[src/rtl/dmem_arb_pkg.sv]
// Shared types and defaults for the data-memory arbiter and its round-robin
// grant helper.
package dmem_arb_pkg;

    typedef enum logic [1:0] {
        IDLE   = 2'd0,
        ACCESS = 2'd1,
        DONE   = 2'd2
    } state_t;

    typedef logic port_id_t;

    localparam int DEF_MEM_LAT = 1;
    localparam int DEF_WORDS   = 2048;

endpackage

[src/rtl/dmem_arbiter_rr_arbiter2.sv]
// Two-requester round-robin grant: a lone requester wins; on a tie the port
// that was not served last wins.
module rr_arbiter2
    import dmem_arb_pkg::*;
(
    input  logic [1:0] i_req,
    input  port_id_t   i_last,
    output port_id_t   o_gnt_id,
    output logic       o_any
);

    always_comb begin
        o_any    = |i_req;
        o_gnt_id = 1'b0;
        if (i_req == 2'b11) begin
            o_gnt_id = ~i_last;
        end else if (i_req[1]) begin
            o_gnt_id = 1'b1;
        end
    end

endmodule

[src/rtl/dmem_arbiter.sv]
// Serialises port 0 (MEM stage) and port 1 (loader/debug) onto the single-port
// data memory: one access at a time, fixed latency, done pulse with read data.
module dmem_arbiter
    import dmem_arb_pkg::*;
#(
    parameter int ADDR_W  = 32,
    parameter int DATA_W  = 32,
    parameter int WORDS   = DEF_WORDS,
    parameter int MEM_LAT = DEF_MEM_LAT
) (
    input  logic              i_clk,
    input  logic              i_reset,
    input  logic              i_m0_req,
    input  logic              i_m0_we,
    input  logic [ADDR_W-1:0] i_m0_addr,
    input  logic [DATA_W-1:0] i_m0_wdata,
    output logic              o_m0_done,
    output logic              o_m0_err,
    output logic [DATA_W-1:0] o_m0_rdata,
    input  logic              i_m1_req,
    input  logic              i_m1_we,
    input  logic [ADDR_W-1:0] i_m1_addr,
    input  logic [DATA_W-1:0] i_m1_wdata,
    output logic              o_m1_done,
    output logic              o_m1_err,
    output logic [DATA_W-1:0] o_m1_rdata,
    output logic              o_mem_rd,
    output logic              o_mem_wr,
    output logic [ADDR_W-1:0] o_mem_addr,
    output logic [DATA_W-1:0] o_mem_wdata,
    input  logic [DATA_W-1:0] i_mem_rdata,
    output logic              o_busy
);

    localparam int                CNT_W     = (MEM_LAT > 1) ? $clog2(MEM_LAT) : 1;
    localparam logic [CNT_W-1:0]  CNT_LAST  = CNT_W'(MEM_LAT - 1);
    localparam logic [ADDR_W-3:0] WORDS_LIM = (ADDR_W-2)'(WORDS);

    state_t              r_state;
    state_t              w_state_next;
    port_id_t            r_last;
    port_id_t            r_id;
    logic [CNT_W-1:0]    r_cnt;
    logic                r_we;
    logic                r_oor;
    logic [ADDR_W-1:0]   r_addr;
    logic [DATA_W-1:0]   r_wdata;
    logic [DATA_W-1:0]   r_m0_rdata;
    logic [DATA_W-1:0]   r_m1_rdata;
    logic                r_m0_err;
    logic                r_m1_err;

    port_id_t            w_gnt_id;
    logic                w_any;
    logic                w_win_we;
    logic [ADDR_W-1:0]   w_win_addr;
    logic [DATA_W-1:0]   w_win_wdata;
    logic                w_win_oor;
    logic                w_cnt_last;
    logic [DATA_W-1:0]   w_cap_data;

    rr_arbiter2 u_arb (
        .i_req    ({i_m1_req, i_m0_req}),
        .i_last   (r_last),
        .o_gnt_id (w_gnt_id),
        .o_any    (w_any)
    );

    assign w_win_we    = w_gnt_id ? i_m1_we    : i_m0_we;
    assign w_win_addr  = w_gnt_id ? i_m1_addr  : i_m0_addr;
    assign w_win_wdata = w_gnt_id ? i_m1_wdata : i_m0_wdata;
    assign w_win_oor   = (w_win_addr[ADDR_W-1:2] >= WORDS_LIM);
    assign w_cnt_last  = (r_cnt == CNT_LAST);
    // Writes and out-of-range accesses return zero, never the bus contents.
    assign w_cap_data  = (r_we || r_oor) ? '0 : i_mem_rdata;

    always_ff @(posedge i_clk or negedge i_reset) begin
        if (!i_reset) begin
            r_state <= IDLE;
        end else begin
            r_state <= w_state_next;
        end
    end

    always_comb begin
        w_state_next = r_state;
        case (r_state)
            IDLE:    if (w_any) w_state_next = ACCESS;
            ACCESS:  if (w_cnt_last) w_state_next = DONE;
            DONE:    w_state_next = IDLE;
            default: w_state_next = IDLE;
        endcase
    end

    always_ff @(posedge i_clk or negedge i_reset) begin
        if (!i_reset) begin
            r_last     <= 1'b1;
            r_id       <= 1'b0;
            r_cnt      <= '0;
            r_we       <= 1'b0;
            r_oor      <= 1'b0;
            r_addr     <= '0;
            r_wdata    <= '0;
            r_m0_rdata <= '0;
            r_m1_rdata <= '0;
            r_m0_err   <= 1'b0;
            r_m1_err   <= 1'b0;
        end else begin
            case (r_state)
                IDLE: begin
                    if (w_any) begin
                        r_id    <= w_gnt_id;
                        r_we    <= w_win_we;
                        r_addr  <= w_win_addr;
                        r_wdata <= w_win_wdata;
                        r_oor   <= w_win_oor;
                        r_cnt   <= '0;
                    end
                end
                ACCESS: begin
                    if (!w_cnt_last) begin
                        r_cnt <= r_cnt + 1'b1;
                    end else if (r_id) begin
                        r_m1_rdata <= w_cap_data;
                        r_m1_err   <= r_oor;
                    end else begin
                        r_m0_rdata <= w_cap_data;
                        r_m0_err   <= r_oor;
                    end
                end
                DONE:    r_last <= r_id;
                default: ;
            endcase
        end
    end

    assign o_busy      = (r_state != IDLE);
    assign o_mem_rd    = (r_state == ACCESS) && !r_we && !r_oor;
    assign o_mem_wr    = (r_state == ACCESS) &&  r_we && !r_oor;
    assign o_mem_addr  = r_addr;
    assign o_mem_wdata = r_wdata;

    assign o_m0_done   = (r_state == DONE) && (r_id == 1'b0);
    assign o_m1_done   = (r_state == DONE) && (r_id == 1'b1);
    assign o_m0_rdata  = r_m0_rdata;
    assign o_m1_rdata  = r_m1_rdata;
    assign o_m0_err    = r_m0_err;
    assign o_m1_err    = r_m1_err;

endmodule

[config.mk]
export PLATFORM = sky130hd
export DESIGN_NAME = dmem_arbiter
export DESIGN_NICKNAME = d
export VERILOG_FILES = /design/src/rtl/dmem_arb_pkg.sv /design/src/rtl/dmem_arbiter_rr_arbiter2.sv /design/src/rtl/dmem_arbiter.sv
export SDC_FILE = /design/constraint.sdc
export NUM_CORES = 1
export LEC_CHECK = 0
export BUFFER_PORTS_ARGS = -buffer_cell sky130_fd_sc_hd__buf_2
export CORE_MARGIN = 10
export CORE_UTILIZATION = 40
export CTS_CLUSTER_DIAMETER = 80
export DETAILED_ROUTE_END_ITERATION = 8
export PLACE_DENSITY_LB_ADDON = 0.2
export SKIP_LAST_GASP = 1
export SYNTH_ARGS = -nofsm -noshare
export SYNTH_HDL_FRONTEND = slang
export SYNTH_HIERARCHICAL = 1
export SYNTH_SLANG_ARGS = --single-unit
[constraint.sdc]
create_clock -name i_clk -period 2.4 [get_ports i_clk]
set_input_delay 0.12 -clock i_clk [delete_from_list [all_inputs] [get_ports i_clk]]
set_output_delay 0.12 -clock i_clk [all_outputs]
set_load 0.01 [all_outputs]
* After elaboration in Yosys (flattened, before gate mapping)
Index checks and enable logic that the tools add are counted.
** Word-level totals
- Output and inout port bits :: 135
- Bits in registers :: 137
- Bits of input ports :: 166
** Operators by class
- $add $sub $neg :: 1
- Equality and inequality tests :: 5
- Multiplexer cells :: 12
- Bitwise gates (word level) :: 3
- Order comparisons :: 1
- Reductions and logical operators :: 18
** Operators by type and width (count)
- $mux 32 :: 3
- $ge 30x12->1 const B :: 1
- $logic_and 1x1->1 :: 6
- $reduce_and 2->1 :: 3
- $reduce_and 3->1 :: 2
- $mux 1 :: 5
- $eq 2x2->1 const B :: 2
- $mux 2 :: 2
- $pmux 2 s2 :: 1
- $reduce_bool 2->1 :: 2
- $not 1->1 :: 3
- $eq 2x1->1 const B :: 1
- $logic_not 1->1 :: 2
- $logic_not 2->1 :: 1
- $ne 2x1->1 const B :: 1
- $ne 2x2->1 const B :: 1
- $pmux 1 s2 :: 1
- $reduce_or 2->1 :: 1
- $add 1x1->1 const B :: 1
- $logic_or 1x1->1 :: 1

* Longest topological paths before layout
- Depth in word-level cells :: 4
- Mapped depth :: 6
- Depth with buffers taken out :: 5

* By module
The synthesis kept the hierarchy.
** Modules (own cells, without submodules)
- dmem_arbiter :: area each 5743.0 um2, instances 1, cells an instance 567
- rr_arbiter2 :: area each 13.8 um2, instances 1, cells an instance 2

* Least setup slack after synthesis
OpenSTA, ideal clock, no wires.
- Kind :: register -> register
- Start point :: register r_last
- End point :: register r_oor
- Arrival :: 1.439 ns
- Setup time :: 0.139 ns
- Setup slack :: 0.822 ns
- Period minus slack after synthesis :: 1.578 ns
- Required time :: 2.261 ns
- Cell stages (with the launch flop) :: 6
- Buffers on the path :: 1
- Cells stage by stage :: dfstp_2 > a21boi_1 > buf_2 > or4_1 > o22ai_1 > a41oi_1
** On the way
- Cells in the longest elaborated chain, start to end :: 4
** RTL lines
- from (decl) :: RTL line dmem_arbiter.sv:41 : port_id_t r_last;
- from (signal assigned) :: RTL line dmem_arbiter.sv:131 : DONE: r_last <= r_id;
- $not 1->1 :: RTL line dmem_arbiter_rr_arbiter2.sv:16 : o_gnt_id = ~i_last;
- $mux 1 :: RTL line dmem_arbiter_rr_arbiter2.sv:15 : if (i_req == 2'b11) begin
- via w_gnt_id :: RTL line dmem_arbiter.sv:53 : port_id_t w_gnt_id;
- $mux 32 :: RTL line dmem_arbiter.sv:70 : assign w_win_addr = w_gnt_id ? i_m1_addr : i_m0_addr;
- $ge 30x12->1 :: RTL line dmem_arbiter.sv:72 : assign w_win_oor = (w_win_addr[ADDR_W-1:2] >= WORDS_LIM);
- to (signal assigned) :: RTL line dmem_arbiter.sv:116 : r_oor <= w_win_oor;
- to (decl) :: RTL line dmem_arbiter.sv:45 : logic r_oor;
The timed path passes the listed nets, and every way through them passes these cells.
A chain may end at the register's enable or synchronous reset.

* Worst setup path after layout
- Start point :: register r_last
- End point :: register r_wdata[23], in the netlist o_mem_wdata[23]
** On the way
- Cells in the longest elaborated chain, start to end :: 3
** RTL lines
- $not 1->1 :: RTL line dmem_arbiter_rr_arbiter2.sv:16
- $mux 1 :: RTL line dmem_arbiter_rr_arbiter2.sv:15
- via w_gnt_id :: RTL line dmem_arbiter.sv:53
- $mux 32 :: RTL line dmem_arbiter.sv:71 : assign w_win_wdata = w_gnt_id ? i_m1_wdata : i_m0_wdata;
- to (signal assigned) :: RTL line dmem_arbiter.sv:115 : r_wdata <= w_win_wdata;
- to (decl) :: RTL line dmem_arbiter.sv:47 : logic [DATA_W-1:0] r_wdata;
The timed path passes the listed nets, and every way through them passes these cells.

==> results_dict.tcl <==
set metrics [dict create \
    start_kind "flop" \
    outcome "complete, no violations" \
    synth-main-ff-cell "dfrtp_1" \
    grt_pass1_wl_mm 30.7 \
    vias 5446 \
    report.final.slew_viol_count 0 \
    cts_resized 0 \
    ys_seq_area_frac 0.591 \
    seq_area_um2 3400 \
    firstDrtPassIters 4 \
    syn_to_final_growth_pct 49.7 \
    clk_path_buf_depth 2 \
    routedWlPerCell_um 17.7 \
    htreeDepth 4 \
    synth_area_um2 5760 \
    relSlewSlack 0.634 \
    globalRouteTotalUtil 0.194 \
    syn_inst 569 \
    cts_buffers 17 \
    io-pin-count 301 \
    clk_pin_slew_ns 0.06 \
    r2r-start "r_last$_DFFE_PN1N_" \
    die_h_um 140 \
    ys_top_cells_by_area "dfrtp_1 59%, mux2i_1 11%, nand2_1 6.7%" \
    dieArea_um2 19600 \
    crit_path_end_kind "flop" \
    ys_types 28 \
    crit_start "r_last$_DFFE_PN1N_" \
    critPathKind "flop to flop" \
    final_util 0.616 \
    synth-async-reset-ratio 1.00 \
    hold_class "input pin to flop" \
    gp_congestion 0.883 \
    top_usage_layer "met2" \
    critPathTopFamily "buffers and inverters" \
    grtUsageMet3 0.0842 \
    postPlaceCellArea_um2 7490 \
    period_needed_ns 2.13 \
    crit_path_max_incr_delay_ns 0.58 \
    core_um2 14000 \
    die_w_um 140 \
    critPathSlowestCell "dlygate4sd3_1" \
    multiInputGateArea_um2 2150 \
    pre_cts_slack_ns 0.685 \
    fin_setup_tns_ns 0 \
    worstPathRequired_ns 2.70 \
    ant_nets 0 \
    hp-start "i_mem_rdata[28]" \
    antenna_found_initial 0 \
    synth_edf_count 0 \
    synth_top_area_share 0.587 \
    setup_viol 0 \
    path_buf_inv 2 \
    nFillCells 1199 \
    fin_area_um2 8620 \
    drive_above_1_share 0.380 \
    grt_overflow 0 \
    worst_pin_slew_ns 0.548 \
    synthesis.nets 735 \
    totalWireLength_mm 19.5 \
    cts_sinks 136 \
    rows 43 \
    rsz0062_at_grt "no" \
    peakVddDrop_uv 577 \
    dp_hpwl_mm 14.8 \
    ys_seq_elements 136 \
    fmax_ghz 0.469 \
    clk_latency_ns 0.41 \
    grt_max_degree 54 \
    grt_util_met2 0.319 \
    fin_ws_ns 0.270 \
    cp_cell_sequence "a21boi_4, buf_12, mux2i_1, dlygate4sd3_1, a21oi_1" \
    syn_avg_cell_area_um2 10.1 \
    vias_per_cell 4.92 \
    cp.arrival_ns 2.43 \
    critPathMaxFanout 47 \
    synth_top_cell_by_area "dfrtp_1" \
    drtIter0Drc 193 \
    instances_no_fill 1106 \
    final-hold-violation-count 0 \
    cts_tree "done" \
    ys.warnings.count 6 \
    num_antenna_cells 0 \
    maxCapViolCount 0 \
    cts_root_buf "clkbuf_16" \
    skew_ns 0.00864 \
    final_nets 1079 \
    met1_usage 0.213 \
    drc 0 \
    dp_cells 1024 \
    p_leak_nw 4.34 \
    min_period_over_period 0.888 \
    power_density_nw_per_um2 1040 \
    port_buffers 300 \
    grt_pass1_vias 5800 \
    initial_core_util 0.412 \
]
## placed cells by master, fill, tap and decap left out, types with 2 or more instances in the layout
| cell | synthesis | layout |
|---|---|---|
| o21ai_0 | 66 | 66 |
| dfrtp_1 | 135 | 135 |
| buf_12 | 0 | 7 |
| clkbuf_8 | 0 | 6 |
| buf_4 | 9 | 7 |
| bufinv_16 | 0 | 3 |
| nand2_2 | 0 | 2 |
| dlygate4sd3_1 | 0 | 50 |
| inv_1 | 2 | 2 |
| clkinv_2 | 0 | 3 |
| or2_1 | 2 | 2 |
| nor4_1 | 7 | 7 |
| mux2_2 | 2 | 2 |
| clkbuf_1 | 4 | 2 |
| nor2_1 | 69 | 68 |
| a21oi_1 | 65 | 65 |
| buf_2 | 24 | 299 |
| mux2i_1 | 65 | 65 |
| clkbuf_16 | 0 | 17 |
| nand2_1 | 103 | 101 |
## final cells by class
class                           instances  area share
Clock buffer                           25      0.0598
Clock inverter                          7      0.0131
Inverter                                2    0.000871
Multi-Input combinational cell        392       0.250
Sequential cell                       136       0.395
Tap cell                              180      0.0261
Timing Repair Buffer                  364       0.255
## final timing paths
check	endpoint	slack, ns	depth (start not counted)
worst min register to register	o_m0_rdata[26]$_DFFE_PN0P_	0.48	2
max in group asynchronous	r_last$_DFFE_PN1N_	1.54	3
min in group asynchronous	o_m1_rdata[26]$_DFFE_PN0P_	0.15	2
worst max-delay path	o_mem_wdata[23]$_DFFE_PN0P_	0.27	5
worst min-delay path	o_m1_rdata[28]$_DFFE_PN0P_	0.01	3
worst max register to register	o_mem_wdata[23]$_DFFE_PN0P_	0.27	5
## synth_stat cells, types with 2 or more instances
| master | number |
|---|---|
| clkbuf_1 | 4 |
| nand2_1 | 103 |
| buf_2 | 24 |
| mux2i_1 | 65 |
| nor2_1 | 69 |
| dfrtp_1 | 135 |
| clkbuf_2 | 2 |
| buf_4 | 9 |
| or2_1 | 2 |
| nor4_1 | 7 |
| mux2_2 | 2 |
| o21ai_0 | 66 |
| inv_1 | 2 |
| a21oi_1 | 65 |
## tightest hold or removal path: cells and delay by family
kind | cells | cell delay (ns)
buf+inv | 1 | 0.11
compound gates | 1 | 0.07
simple gates | 1 | 0.07
## flip-flops by register name (all words and copies together), names as in the netlist
register and count:
r_state 2, r_we 1, o_m1_err 1, o_m0_rdata 32, o_mem_addr 32, r_last 1, r_id 1, o_m0_err 1
o_mem_wdata 32, r_oor 1, o_m1_rdata 32
## per-layer routing
layer / share of wire / vias up / wire length, um
li1: - / 2618 / -
met1: 0.39 / 2540 / 7580
met2: 0.48 / 252 / 9450
met3: 0.10 / 36 / 1960
met4: 0.028 / 0 / 538
met5: 0 / - / 0
## power breakdown
group	leakage, nW	internal, W	switching [W]
Sequential	1.68	0.00293	0.000356
Clock	0.309	0.00180	0.000922
Combinational	2.35	0.00119	0.00177
Total	4.34	0.00591	0.00304
## cell families (layout without fill, tap and decap cells)
| logic type | after synthesis | after routing | synth area share |
|---|---|---|---|
| AOI/OAI and AO/OA | 135 | 135 | 0.119 |
| buffers and inverters | 41 | 398 | 0.0383 |
| DFF | 136 | 136 | 0.591 |
| muxes | 67 | 67 | 0.117 |
| and+or+nand+nor | 190 | 190 | 0.134 |
## repair_timing
action | 4_1_cts | 5_1_grt
hold endpoints to repair | 167 | 0
hold buffers | 50 | 0
buffers inserted | 0 | 0
## through the flow
step           hold slack [ns]  total power (W)
6_report                0.0144          0.00895
2_1_floorplan           -0.176          0.00493
3_5_place_dp            0.0263          0.00622
5_1_grt                0.00558          0.00950
4_1_cts              0.0000514          0.00905
3_3_place_gp            0.0179          0.00613
(Power assumes the default switching activity.)
